===== config.mk =====
export PLATFORM = sky130hd
export DESIGN_NAME = sync_fifo_prog
export DESIGN_NICKNAME = d
export VERILOG_FILES = /design/src/rtl/sync_fifo_prog.sv
export SDC_FILE = /design/constraint.sdc
export NUM_CORES = 1
export LEC_CHECK = 0
export ABC_AREA = 1
export ABC_CLOCK_PERIOD_IN_PS = 6400
export CAP_MARGIN = 10
export CORE_AREA = 2 2 114 116
export DETAILED_ROUTE_END_ITERATION = 8
export DIE_AREA = 0 0 116 118
export PLACE_DENSITY = 0.76
export RECOVER_POWER = 25
export SYNTH_ARGS = -nofsm -noshare
export SYNTH_HDL_FRONTEND = slang
export SYNTH_SLANG_ARGS = --single-unit
export TNS_END_PERCENT = 100

===== constraint.sdc =====
create_clock -name clk -period 6.4 [get_ports clk]
set_clock_uncertainty 0.15 [all_clocks]
set_input_delay 0.64 -clock clk [delete_from_list [all_inputs] [get_ports clk]]
set_output_delay 0.64 -clock clk [all_outputs]
set_load 0.02 [all_outputs]

===== src/rtl/sync_fifo_prog.sv =====
// Single-clock FIFO with programmable almost-full/almost-empty thresholds,
// standard or first-word-fall-through read, synchronous flush and occupancy output.
module sync_fifo_prog #(
    parameter int FIFO_WIDTH = 16,
    parameter int FIFO_DEPTH = 8,
    parameter int FWFT       = 0,
    parameter int AF_THRESH  = 6,
    parameter int AE_THRESH  = 1
) (
    input  logic                               clk,
    input  logic                               rst_n,
    input  logic                               flush,
    input  logic                               wr_en,
    input  logic [FIFO_WIDTH-1:0]              data_in,
    input  logic                               rd_en,
    output logic [FIFO_WIDTH-1:0]              data_out,
    output logic                               rd_valid,
    output logic                               wr_ack,
    output logic                               overflow,
    output logic                               underflow,
    output logic                               full,
    output logic                               empty,
    output logic                               almostfull,
    output logic                               almostempty,
    output logic [$clog2(FIFO_DEPTH+1)-1:0]    count
);
    localparam int PW = (FIFO_DEPTH > 1) ? $clog2(FIFO_DEPTH) : 1;
    localparam int CW = $clog2(FIFO_DEPTH + 1);
    localparam logic [CW-1:0] DEPTH_C = CW'(FIFO_DEPTH);
    localparam logic [CW-1:0] AF_C    = CW'(AF_THRESH);
    localparam logic [CW-1:0] AE_C    = CW'(AE_THRESH);
    localparam logic [PW-1:0] LAST_C  = PW'(FIFO_DEPTH - 1);

    logic [FIFO_WIDTH-1:0] mem [FIFO_DEPTH];

    logic [PW-1:0] wr_ptr_reg, wr_ptr_next;
    logic [PW-1:0] rd_ptr_reg, rd_ptr_next;
    logic [CW-1:0] count_reg, count_next;
    logic          wr_ack_reg, overflow_reg, underflow_reg;
    logic          wr_ok, rd_ok;

    // Explicit wrap so non-power-of-two depths work.
    function automatic logic [PW-1:0] ptr_inc(input logic [PW-1:0] p);
        return (p == LAST_C) ? '0 : p + PW'(1);
    endfunction

    always_comb begin
        full        = (count_reg == DEPTH_C);
        empty       = (count_reg == '0);
        almostfull  = (count_reg >= AF_C);
        almostempty = (count_reg != '0) && (count_reg <= AE_C);
        rd_ok       = rd_en && !empty;
        wr_ok       = wr_en && (!full || rd_ok);
    end

    always_comb begin
        wr_ptr_next = wr_ptr_reg;
        rd_ptr_next = rd_ptr_reg;
        count_next  = count_reg;
        if (flush) begin
            wr_ptr_next = '0;
            rd_ptr_next = '0;
            count_next  = '0;
        end else begin
            if (wr_ok) wr_ptr_next = ptr_inc(wr_ptr_reg);
            if (rd_ok) rd_ptr_next = ptr_inc(rd_ptr_reg);
            if (wr_ok && !rd_ok)      count_next = count_reg + CW'(1);
            else if (rd_ok && !wr_ok) count_next = count_reg - CW'(1);
        end
    end

    always_ff @(posedge clk) begin
        if (!rst_n || flush) begin
            wr_ack_reg    <= 1'b0;
            overflow_reg  <= 1'b0;
            underflow_reg <= 1'b0;
        end else begin
            wr_ack_reg    <= wr_ok;
            overflow_reg  <= wr_en && !wr_ok;
            underflow_reg <= rd_en && empty;
        end
    end

    always_ff @(posedge clk) begin
        if (!rst_n) begin
            wr_ptr_reg <= '0;
            rd_ptr_reg <= '0;
            count_reg  <= '0;
        end else begin
            wr_ptr_reg <= wr_ptr_next;
            rd_ptr_reg <= rd_ptr_next;
            count_reg  <= count_next;
        end
    end

    // Storage is never cleared; only the pointers are.
    always_ff @(posedge clk) begin
        if (rst_n && !flush && wr_ok) mem[wr_ptr_reg] <= data_in;
    end

    generate
        if (FWFT != 0) begin : g_fwft
            assign data_out = mem[rd_ptr_reg];
            assign rd_valid = !empty;
        end else begin : g_std
            logic [FIFO_WIDTH-1:0] data_out_reg;
            logic                  rd_valid_reg;

            always_ff @(posedge clk) begin
                if (!rst_n) begin
                    data_out_reg <= '0;
                    rd_valid_reg <= 1'b0;
                end else if (flush) begin
                    rd_valid_reg <= 1'b0;
                end else if (rd_ok) begin
                    data_out_reg <= mem[rd_ptr_reg];
                    rd_valid_reg <= 1'b1;
                end else begin
                    rd_valid_reg <= 1'b0;
                end
            end

            assign data_out = data_out_reg;
            assign rd_valid = rd_valid_reg;
        end
    endgenerate

    assign wr_ack    = wr_ack_reg;
    assign overflow  = overflow_reg;
    assign underflow = underflow_reg;
    assign count     = count_reg;
endmodule

==> metrics.json <==
{
  "clock_tree": {
    "postCtsSetupBuffers": 0,
    "insertion_delay_ns": 0.42,
    "tritoncts": "built",
    "clk_root_buffer_cell": "sky130_fd_sc_hd__clkbuf_16",
    "ctsHoldBuffers": 0,
    "numCtsBuffers": 17,
    "cts.sink_count": 158,
    "cts_resized": 0,
    "htree_levels": 4,
    "cts_buffer_depth": 2,
    "clk_pin_slew_ns": 0.06
  },
  "global_routing": {
    "globalRoute.totalOverflow": 0,
    "global_route.usage.total": 0.227,
    "antenna_found_initial": 0,
    "grt_start_max_net_pins": 67,
    "first_pass_grt_wire_length_mm": 23.4,
    "grt_pass1_vias": 4686
  },
  "timing": {
    "final-hold-violation-count": 0,
    "final_layout_setup_total_negative_slack_ns": 0,
    "timing.max_slew.rel_slack": 0.221,
    "grt_setup_unrepaired": "no",
    "setup_slack_ns": 3.24,
    "finalSetupViolations": 0,
    "report.final.slew_viol_count": 0,
    "finalCritPeriodShare": 0.494,
    "measured_slew_at_the_worst_slew_check_pin_ns": 1.17,
    "clock.fmax_mhz": 316,
    "layout_min_cycle_time_ns": 3.16,
    "finalHoldWorstSlack_ns": 0.313
  },
  "synth": {
    "ys_seq_elements": 158,
    "yosys.area_share.xor_xnor": 0.00131,
    "avgSynthCellArea_sq_um": 10.0,
    "yosys.area.top_type": "sky130_fd_sc_hd__edfxtp_1",
    "ys.flop_type": "sky130_fd_sc_hd__edfxtp_1",
    "yosys.area_share.adder": 0.0187,
    "netlist_instances": 665,
    "synth_area_sq_um": 6680,
    "number_of_enable_type_register_cells_in_the_synthesized_netlist": 128,
    "synthTopCellsByCount": "sky130_fd_sc_hd__nand2_1, sky130_fd_sc_hd__edfxtp_1, sky130_fd_sc_hd__inv_1",
    "main_combinational_cell_family_by_area_after_synthesis": "simple AND/OR/NAND/NOR gates",
    "synth_top_cells_by_area": "sky130_fd_sc_hd__edfxtp_1, sky130_fd_sc_hd__nand2_1, sky130_fd_sc_hd__dfxtp_1",
    "ys_seq_area_frac": 0.665,
    "synth_nets": 696,
    "yosys.cell_count.top_type": "sky130_fd_sc_hd__nand2_1",
    "synth_top_area_share": 0.575,
    "count_of_synthesis_stage_warnings_from_yosys": 0,
    "synth.distinct_cells": 23,
    "synth-compound-area-share": 0.0270,
    "synth_mux_area_frac": 0,
    "yosys.area_share.simple": 0.201,
    "ys_async_sr_fraction": 0
  },
  "power_and_ir_drop": {
    "combinationalPowerShare": 0.086,
    "power_density_nw_per_um2": 297,
    "power.leakage_nw": 3.26,
    "seq_power_share": 0.484,
    "internal-power_mw": 1.82,
    "netSwitchingPower_mw": 0.532,
    "power.clock.fraction": 0.430,
    "power.ir.vdd_worst_mv": 0.203,
    "finalPower_mw": 2.35,
    "netSwitchingFraction": 0.226
  },
  "run_status": {
    "status": "finished clean"
  },
  "placed_design": {
    "placement.io_buffers": 48,
    "post_placement_cell_count": 866,
    "finalWeightedCongestion": 0.858,
    "dp_worst_setup_slack_ns": 2.48,
    "detailed_place_hpwl_mm": 9.15,
    "placed_cell_area_sq_um": 7300
  },
  "critical_path": {
    "required_ns": 6.30,
    "critical_path.max_stage_delay_ns": 0.66,
    "timing.rr.end": "mem[6][2]$_DFFE_PP_",
    "kind_of_cell_adding_the_most_delay_to_the_critical_path": "simple AND/OR/NAND/NOR gates",
    "r2r.worst_path.cells": 9,
    "critical_path_at_ns": 3.06,
    "critical_path.reg2reg.startpoint": "count[0]$_SDFFE_PP0P_",
    "reg2reg_slack_ns": 3.68,
    "timing.critical_path.buf_inv": 4,
    "crit_path_cell_trace": "clkdlybuf4s50_1, clkinv_1, buf_4, nor2_1, inv_1, nor2_1, nand2_1, nor2_2",
    "critPathKind": "input port to flop",
    "critical_path.most_common_cell": "sky130_fd_sc_hd__nor2_1",
    "cp_max_fo": 17,
    "crit_path_end_kind": "flop",
    "critical_path.slowest_cell": "sky130_fd_sc_hd__nor2_2",
    "crit_path_start_kind": "input port"
  },
  "layout": {
    "diodes": 0,
    "layoutNonFillerInstCount": 900,
    "layout.cell_area.non_filler_sq_um": 7930,
    "final_layout_size_suffix_gt1_frac": 0.0646,
    "nets": 746,
    "number_of_flip_flops_in_the_largest_register": 128,
    "area_delta_synth_final_pct": 18.6,
    "final_core_util": 0.639
  },
  "floorplanning": {
    "core_area_sq_um": 12400,
    "initial_utilization": 0.538,
    "dieWidth_um": 116,
    "fp.dieH_um": 118,
    "rows": 41,
    "pin_count": 49,
    "die_area_sq_um": 13700
  },
  "route": {
    "wl_per_cell_um": 16.4,
    "drt_pass1_iterations": 5,
    "drt.antenna.violating_nets": 0,
    "drt_first_iter_violations": 361,
    "drcViolationCount": 0,
    "route.final.wire_length_mm": 14.8,
    "detail_route.vias_per_cell": 5.24,
    "routed-via-count": 4712
  },
  "worst_hold_path": {
    "hold_start": "data_out[6]$_SDFFE_PN0P_",
    "hold_class": "flop to flop",
    "holdPathStages": 2,
    "whs_endpoint": "data_out[6]$_SDFFE_PN0P_"
  },
  "flow_run": {
    "maxcap_viol_count": 0
  }
}
==> power groups by stage <==
stage | Combinational [mW] | Clock (mW) | Sequential, mW
3_3_place_gp | 0.196 | 0 | 1.16
5_1_grt | 0.225 | 1.06 | 1.14
3_5_place_dp | 0.201 | 0 | 1.16
6_report | 0.203 | 1.01 | 1.14
2_1_floorplan | 0.112 | 0 | 1.17
4_1_cts | 0.203 | 1.02 | 1.14
==> worst reg2reg max path, cell delays in order, from the launching register on <==
cell and delay, ns:
sky130_fd_sc_hd__dfxtp_1 0.44, sky130_fd_sc_hd__inv_1 0.16, sky130_fd_sc_hd__ha_1 0.25, sky130_fd_sc_hd__inv_1 0.06, sky130_fd_sc_hd__nor3_1 0.05, sky130_fd_sc_hd__nand2_1 0.11
sky130_fd_sc_hd__nand2_1 0.13, sky130_fd_sc_hd__nor2_1 0.18, sky130_fd_sc_hd__nand2_1 0.15, sky130_fd_sc_hd__nor2_2 0.66
==> cell families (layout without fill, tap and decap cells) <==
| logic type | after synthesis | after routing |
|---|---|---|
| compound gates | 36 | 36 |
| fa+ha+maj | 10 | 10 |
| flops | 158 | 158 |
| buf+inv | 143 | 206 |
| simple gates | 317 | 317 |
| xor+xnor | 1 | 1 |
==> per-layer routing <==
layer,GRT usage,up-vias,wire length (um)
met5,0,-,0
met4,0.137,0,619
met3,0.0458,45,957
met2,0.374,194,7600
met1,0.272,2229,5580
li1,-,2244,-
==> layout make-up <==
class	instances	area, sq um
fillers	986	4490
flip-flops and latches	158	4450
multi-input cells	364	1660
repair buffers	59	583
clock buffers	21	450
inverters	115	432
well taps	172	215
clock inverters	11	143
==> how the worst max path moves through the flow <==
stage | depth (start not counted) | end | startpoint | slack (ns)
after global placement | 8 | mem[7][5]$_DFFE_PP_ | rst_n | 2.66
final | 8 | mem[6][2]$_DFFE_PP_ | rst_n | 3.24
after detailed placement | 8 | mem[6][6]$_DFFE_PP_ | rst_n | 2.48
after global routing | 8 | mem[6][15]$_DFFE_PP_ | rst_n | 2.95
after CTS | 8 | mem[6][2]$_DFFE_PP_ | rst_n | 2.85
after floorplan | 9 | mem[0][0]$_DFFE_PP_ | count[0]$_SDFFE_PP0P_ | 3.67
==> layout by cell type, fill, tap and decap left out, types with 2 or more instances in the layout <==
cell,count
sky130_fd_sc_hd__nor3_1,3
sky130_fd_sc_hd__clkinv_2,2
sky130_fd_sc_hd__clkinvlp_4,4
sky130_fd_sc_hd__clkbuf_16,17
sky130_fd_sc_hd__o21ai_0,13
sky130_fd_sc_hd__clkinv_1,3
sky130_fd_sc_hd__nand3_1,97
sky130_fd_sc_hd__ha_1,10
sky130_fd_sc_hd__inv_2,2
sky130_fd_sc_hd__buf_4,10
sky130_fd_sc_hd__nor2_2,2
sky130_fd_sc_hd__bufinv_16,3
sky130_fd_sc_hd__a21oi_1,23
sky130_fd_sc_hd__edfxtp_1,128
sky130_fd_sc_hd__dfxtp_1,29
sky130_fd_sc_hd__clkdlybuf4s50_1,37
sky130_fd_sc_hd__clkbuf_1,3
sky130_fd_sc_hd__nand2_1,187
sky130_fd_sc_hd__inv_1,111
sky130_fd_sc_hd__nor2_1,25
sky130_fd_sc_hd__dlygate4sd3_1,11
(Power assumes the default switching activity.)
==> patch: new RTL, config.mk and constraints unchanged <==
The parameter `FWFT` goes from 0 to 1.
--- a/src/rtl/sync_fifo_prog.sv
+++ b/src/rtl/sync_fifo_prog.sv
@@ -3,7 +3,7 @@
 module sync_fifo_prog #(
     parameter int FIFO_WIDTH = 16,
     parameter int FIFO_DEPTH = 8,
-    parameter int FWFT       = 0,
+    parameter int FWFT       = 1,
     parameter int AF_THRESH  = 6,
     parameter int AE_THRESH  = 1
 ) (
Check against the original RTL: not equivalent (Yosys sat finds a counterexample within 4 cycles, from zero or initial values and one cycle with rst_n low).
==> patch against the unedited design <==
- cell area shrank 8.4%
- sequential power shrank 9%
- synthesized area fell by 11%
- total power down 1.7%
- core utilization fell by 5.3 points
- wire length shrank 17%
- combinational power rose by 9.9%
- setup slack got worse by 0.73 ns
- sequential cell count down 14
- critical path type is now reg2out
==> patch: results (changes against the unedited design) <==
Synth area leader edfxtp_1 (unchanged); register area share after synthesis 0.696 (was 0.665); DRT iter0 DRCs 402 (was 361); achievable frequency 0.257 GHz (was 0.316 GHz); top cells by count, synth 145 x nor2_1, 128 x edfxtp_1, 96 x nand2_1 (was 187 x nand2_1, 128 x edfxtp_1, 111 x inv_1); syn nets 573 (was 696); largest cells by area after synthesis edfxtp_1 64%, nor2_1 9.1%, nand2_1 6.0% (was edfxtp_1 58%, nand2_1 11%, dfxtp_1 9.0%); Fin Hold WS 0.362 ns (was 0.313 ns); first-pass GRT wire length 19.9 mm (was 23.4 mm); via/cell ratio 5.08 (was 5.24); grt met2 use 0.307 (was 0.374); wire length per cell 15.7 um (was 16.4 um); # H-tree levels 4 (unchanged); Clock transition at path regs 0.06 ns (about the same); cell count after placement 745 (was 866); largest net degree at the start of global routing 66 (was 67); grt ovf 0 (unchanged); nets 622 (was 746); r2r setup slk 3.61 ns (was 3.68 ns); Clock Tree Root clkbuf_16 (unchanged); IO Port Bufs 48 (unchanged); met3 Resource Use GR 0.0499 (was 0.0458); Slew headroom 0.322 (was 0.221); layout cell share with drive strength beyond 1 0.101 (was 0.0646); maximum vdd ir drop 0.000190 V (was 0.000203 V); hold crit path type reg2reg (unchanged); Avg Cell Area, Syn 11.0 um2 (was 10.0 um2); critical-path maximum fanout 65 (was 17); grt met1 use 0.244 (was 0.272); YS warnings 0 (unchanged); Leak 2.73 nW (was 3.26 nW); Worst EP arrival 3.10 ns (was 3.06 ns); GRT Overall Usage 0.193 (was 0.227); Post-DP Area 6630 um2 (was 7300 um2); number of global-route vias before repair 4018 (was 4686); max reg flops 128 (unchanged); clock buffer depth 2 (unchanged); routability cong. 0.800 (was 0.858); post-DP HPWL 7.03 mm (was 9.15 mm); status finished, final reports clean (unchanged); synth unique cells 25 (was 23); Setup WS pre-CTS 2.96 ns (was 2.48 ns); total wire length 12.2 mm (was 14.8 mm); initial antenna violation count 1 (was 0)
==> patch: cell type report <==
cell class / instances / area [um2]
multi-input cells: 351 / 1630
clock buffers: 17 / 425
fillers: 1019 / 5150
inverters: 23 / 86.3
repair buffers: 55 / 533
clock inverters: 15 / 208
well taps: 172 / 215
flip-flops and latches: 144 / 4170
diodes: 1 / 2.50
==> patch: cell families after synthesis <==
group,Yosys count,share of synthesized area
AOI/OAI and AO/OA,78,0.0657
xor gates and xnor gates,1,0.00147
adders and majority gates,9,0.0188
buffers and inverters,48,0.0418
DFF,144,0.696
and+or+nand+nor,263,0.176
==> patch: path summary, 6_finish.rpt <==
path	from	end	cells past startpoint
max	flip-flop	data_out[10]	8
min	rd_ptr_reg[2]	flip-flop	2
max reg2reg	count[0]	mem[3][3]	5
min reg2reg	rd_ptr_reg[2]	flip-flop	2
==> patch: routing by layer <==
metal,up-vias,routed length [um]
li1,1934,-
met4,0,189
met2,130,6140
met1,1871,5180
met5,-,0
met3,16,691
==> patch: power breakdown <==
group | internal, mW | switching (mW) | total [mW]
sequential | 1.03 | 0.0104 | 1.04
combinational | 0.0867 | 0.137 | 0.223
clock | 0.658 | 0.388 | 1.05
==> patch: worst max-delay path: stages (launching register included) <==
cell and delay [ns]:
dfxtp_2 0.31, buf_4 0.53, inv_1 0.43, buf_4 0.41
o21ai_0 0.24, nand2_1 0.07, nand2_1 0.05, nand2_1 0.07
clkdlybuf4s50_1 0.53
